**src/rtl/stoch_decorr_pkg.sv**
```systemverilog
// Shared helpers for the stochastic decorrelator: window length and the
// per-channel low-discrepancy sequence (bit-reversed position XOR channel id).
package stoch_decorr_pkg;

  function automatic int unsigned win_len(input int unsigned w);
    return 32'd1 << w;
  endfunction

  function automatic logic [31:0] bitrev(input logic [31:0] v, input int unsigned w);
    logic [31:0] r;
    r = 32'd0;
    // Shift bits in LSB-first so that after w steps v[0] lands at r[w-1].
    for (int unsigned i = 0; i < 32; i++) begin
      if (i < w) begin
        r = {r[30:0], v[i[4:0]]};
      end else begin
        r = r;
      end
    end
    return r;
  endfunction

  function automatic logic [31:0] seq_val(input logic [31:0] pos, input logic [31:0] ch,
                                          input int unsigned w);
    logic [31:0] mask;
    mask = win_len(w) - 32'd1;
    return bitrev(pos, w) ^ (ch & mask);
  endfunction

endpackage

```
**src/rtl/stoch_decorrelator_mc_if.sv**
```systemverilog
// Stream bus of the stochastic decorrelator. Optional clr exists only when
// STOCH_DECORR_CLEAR_EN is defined.
interface stoch_decorrelator_mc_if #(
  parameter int WIDTH    = 5,
  parameter int CHANNELS = 4
);
  logic                            in_valid;
  logic [CHANNELS-1:0]             in_bits;
  logic                            out_valid;
  logic [CHANNELS-1:0]             out_bits;
  logic [CHANNELS*(WIDTH+1)-1:0]   count_o;
  logic                            window_done;
`ifdef STOCH_DECORR_CLEAR_EN
  logic                            clr;
`endif

  modport master (
`ifdef STOCH_DECORR_CLEAR_EN
    output clr,
`endif
    output in_valid, in_bits,
    input  out_valid, out_bits, count_o, window_done
  );

  modport slave (
`ifdef STOCH_DECORR_CLEAR_EN
    input  clr,
`endif
    input  in_valid, in_bits,
    output out_valid, out_bits, count_o, window_done
  );
endinterface

```
**src/rtl/stoch_decorr_channel.sv**
```systemverilog
// One decorrelator lane: ones counter, window snapshot and regeneration
// comparator against this channel's sequence value.
module stoch_decorr_channel
  import stoch_decorr_pkg::*;
#(
  parameter int WIDTH = 5,
  parameter int CH    = 0
) (
  input  logic             clk,
  input  logic             rst,
  input  logic             accept_i,
  input  logic             clear_i,
  input  logic             boundary_i,
  input  logic             primed_i,
  input  logic [WIDTH-1:0] pos_i,
  input  logic             bit_i,
  output logic             out_bit_o,
  output logic [WIDTH:0]   snap_o
);

  logic [WIDTH:0]   cnt_q, cnt_d;
  logic [WIDTH:0]   snap_q, snap_d;
  logic [WIDTH:0]   sum_s;
  logic [WIDTH-1:0] seq_s;
  logic             out_bit_q, out_bit_d;

  // Next-state: count, snapshot at the boundary, regenerate from the old snapshot.
  always_comb begin
    seq_s     = WIDTH'(seq_val(32'(pos_i), 32'(CH), WIDTH));
    sum_s     = cnt_q + {{WIDTH{1'b0}}, bit_i};
    cnt_d     = cnt_q;
    snap_d    = snap_q;
    out_bit_d = out_bit_q;
    if (clear_i) begin
      cnt_d = {(WIDTH+1){1'b0}};
    end else if (accept_i) begin
      if (boundary_i) begin
        cnt_d  = {(WIDTH+1){1'b0}};
        snap_d = sum_s;
      end else begin
        cnt_d  = sum_s;
      end
      if (primed_i) begin
        out_bit_d = ({1'b0, seq_s} < snap_q);
      end else begin
        out_bit_d = out_bit_q;
      end
    end else begin
      cnt_d = cnt_q;
    end
  end

  // State registers.
  always_ff @(posedge clk or posedge rst) begin
    if (rst) begin
      cnt_q     <= {(WIDTH+1){1'b0}};
      snap_q    <= {(WIDTH+1){1'b0}};
      out_bit_q <= 1'b0;
    end else begin
      cnt_q     <= cnt_d;
      snap_q    <= snap_d;
      out_bit_q <= out_bit_d;
    end
  end

  assign out_bit_o = out_bit_q;
  assign snap_o    = snap_q;

endmodule

```
**src/rtl/stoch_decorrelator_mc.sv**
```systemverilog
// Multi-channel stochastic bitstream decorrelator top: shared window position,
// priming and handshake. Optional synchronous clear: STOCH_DECORR_CLEAR_EN.
module stoch_decorrelator_mc
  import stoch_decorr_pkg::*;
#(
  parameter int WIDTH    = 5,
  parameter int CHANNELS = 4
) (
  input  logic                  clk,
  input  logic                  rst,
  stoch_decorrelator_mc_if.slave bus
);

  localparam int unsigned      L        = win_len(WIDTH);
  localparam logic [WIDTH-1:0] POS_LAST = WIDTH'(L - 32'd1);

  logic [WIDTH-1:0]              pos_q, pos_d;
  logic                          primed_q, primed_d;
  logic                          out_valid_q, out_valid_d;
  logic                          window_done_q, window_done_d;
  logic                          clear_s, accept_s, boundary_s;
  logic [CHANNELS-1:0]           out_bits_s;
  logic [CHANNELS*(WIDTH+1)-1:0] count_s;

`ifdef STOCH_DECORR_CLEAR_EN
  assign clear_s = bus.clr;
`else
  assign clear_s = 1'b0;
`endif

  // Clear wins over a presented bit, which is then simply dropped.
  assign accept_s   = bus.in_valid & ~clear_s;
  assign boundary_s = accept_s & (pos_q == POS_LAST);

  // Next-state for the shared window position and handshake flags.
  always_comb begin
    pos_d         = pos_q;
    primed_d      = primed_q;
    out_valid_d   = 1'b0;
    window_done_d = 1'b0;
    if (clear_s) begin
      pos_d    = {WIDTH{1'b0}};
      primed_d = 1'b0;
    end else if (accept_s) begin
      pos_d         = pos_q + {{(WIDTH-1){1'b0}}, 1'b1};
      primed_d      = primed_q | boundary_s;
      out_valid_d   = primed_q;
      window_done_d = boundary_s;
    end else begin
      pos_d = pos_q;
    end
  end

  // State registers.
  always_ff @(posedge clk or posedge rst) begin
    if (rst) begin
      pos_q         <= {WIDTH{1'b0}};
      primed_q      <= 1'b0;
      out_valid_q   <= 1'b0;
      window_done_q <= 1'b0;
    end else begin
      pos_q         <= pos_d;
      primed_q      <= primed_d;
      out_valid_q   <= out_valid_d;
      window_done_q <= window_done_d;
    end
  end

  for (genvar c = 0; c < CHANNELS; c++) begin : g_ch
    stoch_decorr_channel #(
      .WIDTH (WIDTH),
      .CH    (c)
    ) u_ch (
      .clk        (clk),
      .rst        (rst),
      .accept_i   (accept_s),
      .clear_i    (clear_s),
      .boundary_i (boundary_s),
      .primed_i   (primed_q),
      .pos_i      (pos_q),
      .bit_i      (bus.in_bits[c]),
      .out_bit_o  (out_bits_s[c]),
      .snap_o     (count_s[c*(WIDTH+1) +: (WIDTH+1)])
    );
  end

  assign bus.out_valid   = out_valid_q;
  assign bus.out_bits    = out_bits_s;
  assign bus.count_o     = count_s;
  assign bus.window_done = window_done_q;

endmodule

```
**src/flat_wrapper.sv**
```systemverilog
// flat-port wrapper written by rule: the top's interface ports become plain ports
module stoch_decorrelator_mc_flat import stoch_decorr_pkg::*;
#(
  parameter int WIDTH    = 5,
  parameter int CHANNELS = 4
)
  (clk, rst, bus_in_valid, bus_in_bits, bus_out_valid, bus_out_bits, bus_count_o, bus_window_done);
  stoch_decorrelator_mc_if #(.WIDTH(WIDTH), .CHANNELS(CHANNELS)) bus_i ();
  input  logic clk;
  input  logic rst;
  input wire logic [$bits(bus_i.in_valid)-1:0] bus_in_valid;
  input wire logic [$bits(bus_i.in_bits)-1:0] bus_in_bits;
  output wire logic [$bits(bus_i.out_valid)-1:0] bus_out_valid;
  output wire logic [$bits(bus_i.out_bits)-1:0] bus_out_bits;
  output wire logic [$bits(bus_i.count_o)-1:0] bus_count_o;
  output wire logic [$bits(bus_i.window_done)-1:0] bus_window_done;
  assign bus_i.in_valid = bus_in_valid;
  assign bus_i.in_bits = bus_in_bits;
  assign bus_out_valid = bus_i.out_valid;
  assign bus_out_bits = bus_i.out_bits;
  assign bus_count_o = bus_i.count_o;
  assign bus_window_done = bus_i.window_done;
  stoch_decorrelator_mc #(.WIDTH(WIDTH), .CHANNELS(CHANNELS)) u_core (.clk(clk), .rst(rst), .bus(bus_i));
endmodule
```
**config.mk**
```make
export PLATFORM = sky130hd
export DESIGN_NAME = stoch_decorrelator_mc_flat
export DESIGN_NICKNAME = d
export VERILOG_FILES = /design/src/rtl/stoch_decorr_pkg.sv /design/src/rtl/stoch_decorrelator_mc_if.sv /design/src/rtl/stoch_decorr_channel.sv /design/src/rtl/stoch_decorrelator_mc.sv /design/src/flat_wrapper.sv
export SDC_FILE = /design/constraint.sdc
export NUM_CORES = 1
export LEC_CHECK = 0
export CAP_MARGIN = 40
export CELL_PAD_IN_SITES_DETAIL_PLACEMENT = 1
export CELL_PAD_IN_SITES_GLOBAL_PLACEMENT = 1
export CORE_MARGIN = 2
export CORE_UTILIZATION = 49
export CTS_CLUSTER_DIAMETER = 40
export CTS_CLUSTER_SIZE = 8
export DETAILED_ROUTE_END_ITERATION = 12
export DONT_BUFFER_PORTS = 1
export PLACE_DENSITY = 0.82
export SYNTH_ARGS = -nofsm -noshare
export SYNTH_HDL_FRONTEND = slang
export SYNTH_SLANG_ARGS = --single-unit
```
**constraint.sdc**
```tcl
create_clock -name clk -period 2.1 [get_ports clk]
set_input_delay 0.42 -clock clk [delete_from_list [all_inputs] [get_ports clk]]
set_output_delay 0.42 -clock clk [all_outputs]
set_load 0.01 [all_outputs]
```
* After elaboration in Yosys (flattened, before gate mapping)
Index checks and enable logic that the tools add are counted.
** Word-level totals
- Register bits :: 60
- Input bits :: 7
- Output and inout bits :: 30
- Logic and storage cells :: 39
** Cells by class
- Add/sub/neg operators :: 5
- Order comparisons :: 4
- Equality and inequality tests :: 1
- Multiplexer cells :: 6
- Bitwise gates (word level) :: 5
- Reduce and logical (&&, ||, !) cells :: 2
** Operators by type and width (count)
- $add 6x1->6 :: 4
- $lt 5x6->1 :: 4
- $mux 6 :: 4
- $add 5x1->5 const B :: 1
- $eq 5x5->1 const B :: 1
- $reduce_and 2->1 :: 2
- $mux 1 :: 2
- $not 1->1 :: 2
- $not 2->2 :: 1
- $and 1x1->1 :: 1
- $or 1x1->1 :: 1

* Longest topological paths before layout
- Depth after elaboration :: 3
- Mapped depth :: 8
- Mapped depth without buffers :: 7

* Hierarchy
Synthesis repeated with hierarchy kept, for this count alone.
** Unflattened totals
- Cells, all modules :: 342
- Area, all modules :: 3370.7 µm²
** By module, submodules not included
- stoch_decorr_channel at u_core.g_ch[3].u_ch :: instances 1, cells an instance 81, area each 774.5 µm², seq. area each 325.3 µm²
- stoch_decorr_channel at u_core.g_ch[1].u_ch :: instances 1, cells an instance 80, area each 770.7 µm², seq. area each 325.3 µm²
- stoch_decorr_channel at u_core.g_ch[0].u_ch :: instances 1, cells an instance 78, area each 747.0 µm², seq. area each 325.3 µm²
- stoch_decorr_channel at u_core.g_ch[2].u_ch :: instances 1, cells an instance 79, area each 747.0 µm², seq. area each 325.3 µm²
- stoch_decorrelator_mc :: instances 1, cells an instance 24, area each 331.6 µm², seq. area each 200.2 µm²

* Worst setup path before layout
OpenSTA, ideal clock, no wires.
- Kind :: reg-to-reg
- Start :: register u_core.pos_q[0]
- End :: register u_core.g_ch[0].u_ch.snap_q[0]
- Library setup time :: 128 ps
- Arrival time :: 1680 ps
- Data required time :: 1972 ps
- Path slack :: 293 ps
- Stages on the path, launching flop included :: 7
- Buffers on the path :: 1
- Clock period less this slack :: 1807 ps
- Cells stage by stage :: dfrtp_1 -> ha_1 -> and3_1 -> ha_1 -> nand2_2 -> buf_2 -> mux2_1
** Between the ends
- Word-level cells in the longest chain between the ends :: 3
** Ends and longest elaborated chain
- from (decl) :: line stoch_decorrelator_mc.sv:17 : logic [WIDTH-1:0] pos_q, pos_d;
- from (signal assigned) :: line stoch_decorrelator_mc.sv:57 : pos_q <= {WIDTH{1'b0}};
- from (signal assigned) :: line stoch_decorrelator_mc.sv:62 : pos_q <= pos_d;
- $eq 5x5->1 :: line stoch_decorrelator_mc.sv:33 : assign boundary_s = accept_s & (pos_q == POS_LAST);
- $and 1x1->1 :: line stoch_decorrelator_mc.sv:33
- $reduce_and 2->1 (no line)
- to (signal assigned) :: line stoch_decorr_channel.sv:57 : snap_q <= {(WIDTH+1){1'b0}};
- to (signal assigned) :: line stoch_decorr_channel.sv:61 : snap_q <= snap_d;
- to (decl) :: line stoch_decorr_channel.sv:22 : logic [WIDTH:0] snap_q, snap_d;
Every way passes these cells.
A chain may end at the register's enable or synchronous reset.

* Final worst setup path
- Start :: register u_core.pos_q[0]
- End :: register u_core.g_ch[0].u_ch.cnt_q[5]
** Between the ends
- Word-level cells in the longest chain between the ends :: 3
** Ends and longest elaborated chain
- $eq 5x5->1 :: line stoch_decorrelator_mc.sv:33
- $and 1x1->1 :: line stoch_decorrelator_mc.sv:33
- $mux 6 :: line stoch_decorr_channel.sv:37 : if (boundary_i) begin
- to (signal assigned) :: line stoch_decorr_channel.sv:56 : cnt_q <= {(WIDTH+1){1'b0}};
- to (signal assigned) :: line stoch_decorr_channel.sv:60 : cnt_q <= cnt_d;
- to (decl) :: line stoch_decorr_channel.sv:21 : logic [WIDTH:0] cnt_q, cnt_d;
Every way passes these cells.

==> run metrics <==
relative slew slack 68.4%; Via-to-Cell Ratio 5.69; starting density of the core 49.9%; global-route wire length before repair 12300 µm; area grow syn2layout 8.39%; Die ar. around 7000 µm²; commonest cells after routing, fill and taps aside dfrtp_1, nand2_1, o21ai_1; die extent in x 83.9 µm; number of warnings printed during yosys synthesis 0; initial antenna violation count 0; status completed; number of clock buffers inserted by TritonCTS 9; pin count of the biggest net entering global routing 61; power share of the sequential group 44.3%; CP Data Arrival Time 2090 ps; clock share of power 20.5%; final net count 344; maximum clock frequency approximately 550 MHz; fraction of final layout cells with drive strength greater than 1 9.52%; max-cap violations 0; clock-pin slew on the worst setup and hold paths ~60 ps; Logic pwr share roughly a third; Setup-failing EPs final 0; starting DRC count in detailed routing 97; slew at the pin with the worst max-slew slack 473 ps; number of clock sinks 60; worst skew pair latency 350 ps; area occupied by registers 1500 µm²; final non-filler cell total 392; worst path required time about 2400 ps; period utilisation layout 86.3%; setup repair after global routing missed its margin false; number of buffers between clock root and the deepest sink 2; register area share after synthesis between 40% and 50%; most common cell after layout, fill and taps aside dfrtp_1; share of synthesized registers carrying an async set or reset 100%; Post-synth EDFFs 0; hold violation count in the final report 0; total congestion overflow after global routing 0; detailed-route wire length 7300 µm; antenna diode instance count 0; number of global-route vias before repair 2370; Core Region 6280 µm²; final worst clock skew 6.22 ps; Most used DFF post-synth dfrtp_1; area taken by multi-input logic gates 1450 µm²; Worst VDD drop 701 µV; final worst hold slack between 5 and 6 ps; P_int 2920 µW; Synth Area per Inst 10.1 µm²; syn_nets between 300 and 400; number of resized instances in the post-cts repair step 0; Setup TNS Final 0 ps; Detail Placement HPWL 5270 µm; clock root buffer master clkbuf_8; weighted congestion at the end of routability-driven global placement 0.764; floorplan row count 29; H-tree levels 3; count of cell types in the netlist 33; class of the most critical hold timing path input pin to asynchronous set/reset pin; Post-Synthesis Cell Area 3130 µm²; nature of the critical path endpoint register; post-detailed-route wirelength per cell 18.6 µm; I/O Buffers 0; CP max FO 23; crit start category register; count of buffers added by post-CTS timing repair for setup 0; GRT Total Usage 22.7%; Leak Pwr 0.00155 µW; vias after detailed routing between 2000 and 2500; length of the first detailed-routing pass in iterations 4; Ports 37; vertical die dimension 83.9 µm; Tmin final 1810 ps; fill count 692; Synth Register Bits 60; TritonCTS clock tree yes; number of hold-repair buffers added at the cts stage 0; cell count after synthesis 309; number of antenna-violating nets in the routed design 0; Power Density 1430 nW/µm²; switching power share of the total 39.7%; Crit Path Class register to register; Final Max Tran Viols 0; number of cells after detailed placement between 300 and 400; switching pwr 1920 µW; remaining routing DRC violations 0
## worst max-delay path: stages (launching register included)
cell and delay (ps):
dfrtp_1 380, ha_1 210, and3_1 190, ha_1 240
buf_12 180, nand2b_1 210, nor3_1 200, a221o_1 130
## stage by stage
stage          util (%)  cell area (µm²)  setup slack [ps]  power [µW]
2_1_floorplan         -             3130               195        3300
3_3_place_gp       51.1             3210               365        3700
3_5_place_dp       51.1             3210               276        3850
4_1_cts            54.1             3390               279        4880
5_1_grt            54.1             3390               170        5210
6_report           54.1             3390               288        4840
## sequential cells by signal, summed over array words and instances, names as in the netlist
name,cells
u_core.bus.out_valid,1
u_core.g_ch.u_ch.cnt_q,24
u_core.g_ch.u_ch.snap_o,24
u_core.g_ch.u_ch.out_bit_o,4
u_core.bus.window_done,1
u_core.pos_q,5
u_core.primed_q,1
## power groups by stage
stage	logic (µW)	registers, µW	clock network [µW]
final	1700	2140	995
after global routing	1940	2210	1070
after CTS	1710	2150	1020
after detailed placement	1690	2160	0
after global placement	1570	2130	0
after floorplan	1270	2030	0
## area by class of cell
cell class              instances  share of cell area (%)
clock inverters                 1                   0.147
inverters                      22                    2.43
clock buffers                  14                    5.38
repair buffers                  7                    2.29
well taps                      77                    2.84
flip-flops and latches         60                    44.2
multi-input cells             211                    42.7
## path summary, 6_finish.rpt
path	depth (start not counted)	from	to	slack (ps)
max	7	u_core.pos_q[0]	u_core.g_ch[0].u_ch.cnt_q[5]	290
min reg2reg	1	u_core.primed_q	u_core.primed_q	490
max in group asynchronous	2	rst	u_core.g_ch[0].u_ch.cnt_q[5]	1820
min in group clk	1	bus_in_valid	u_core.pos_q[0]	180
max reg2reg	7	u_core.pos_q[0]	u_core.g_ch[0].u_ch.cnt_q[5]	290
min	2	rst	u_core.g_ch[1].u_ch.snap_o[2]	6
## routing by layer
layer	part of all wire [%]	track usage (%)	wire, µm
met5	0	0	0
met4	1.7	8.80	127
met3	3.3	5.84	242
met2	47	36.1	3430
met1	48	29.9	3500
## synth_stat cells (3+ instances only)
cell type / instances / area [µm²]
a21o_1: 6 / 45.0
a21oi_1: 17 / 85.1
a22o_1: 3 / 26.3
and3_1: 5 / 31.3
buf_2: 7 / 35.0
buf_4: 8 / 60.1
dfrtp_1: 60 / 1500
ha_1: 26 / 325
inv_1: 20 / 75.1
mux2_1: 4 / 45.0
nand2_1: 40 / 150
nand2b_1: 6 / 37.5
nand3_1: 8 / 40.0
nand4b_1: 4 / 35.0
nor3_1: 8 / 40.0
o21ai_1: 33 / 165
o22ai_1: 4 / 25.0
o2bb2ai_1: 11 / 96.3
xnor2_1: 4 / 35.0
xor2_1: 14 / 123
## cells by family after synthesis
kind of cell | count (synthesis) | share of synthesized area, %
flops | 60 | 47.9
buf+inv | 38 | 5.79
xor+xnor | 18 | 5.03
mux | 6 | 2.16
compound gates | 81 | 15.9
simple gates | 80 | 12.8
fa+ha+maj | 26 | 10.4
Note: power is estimated with default switching activity, not from simulation.
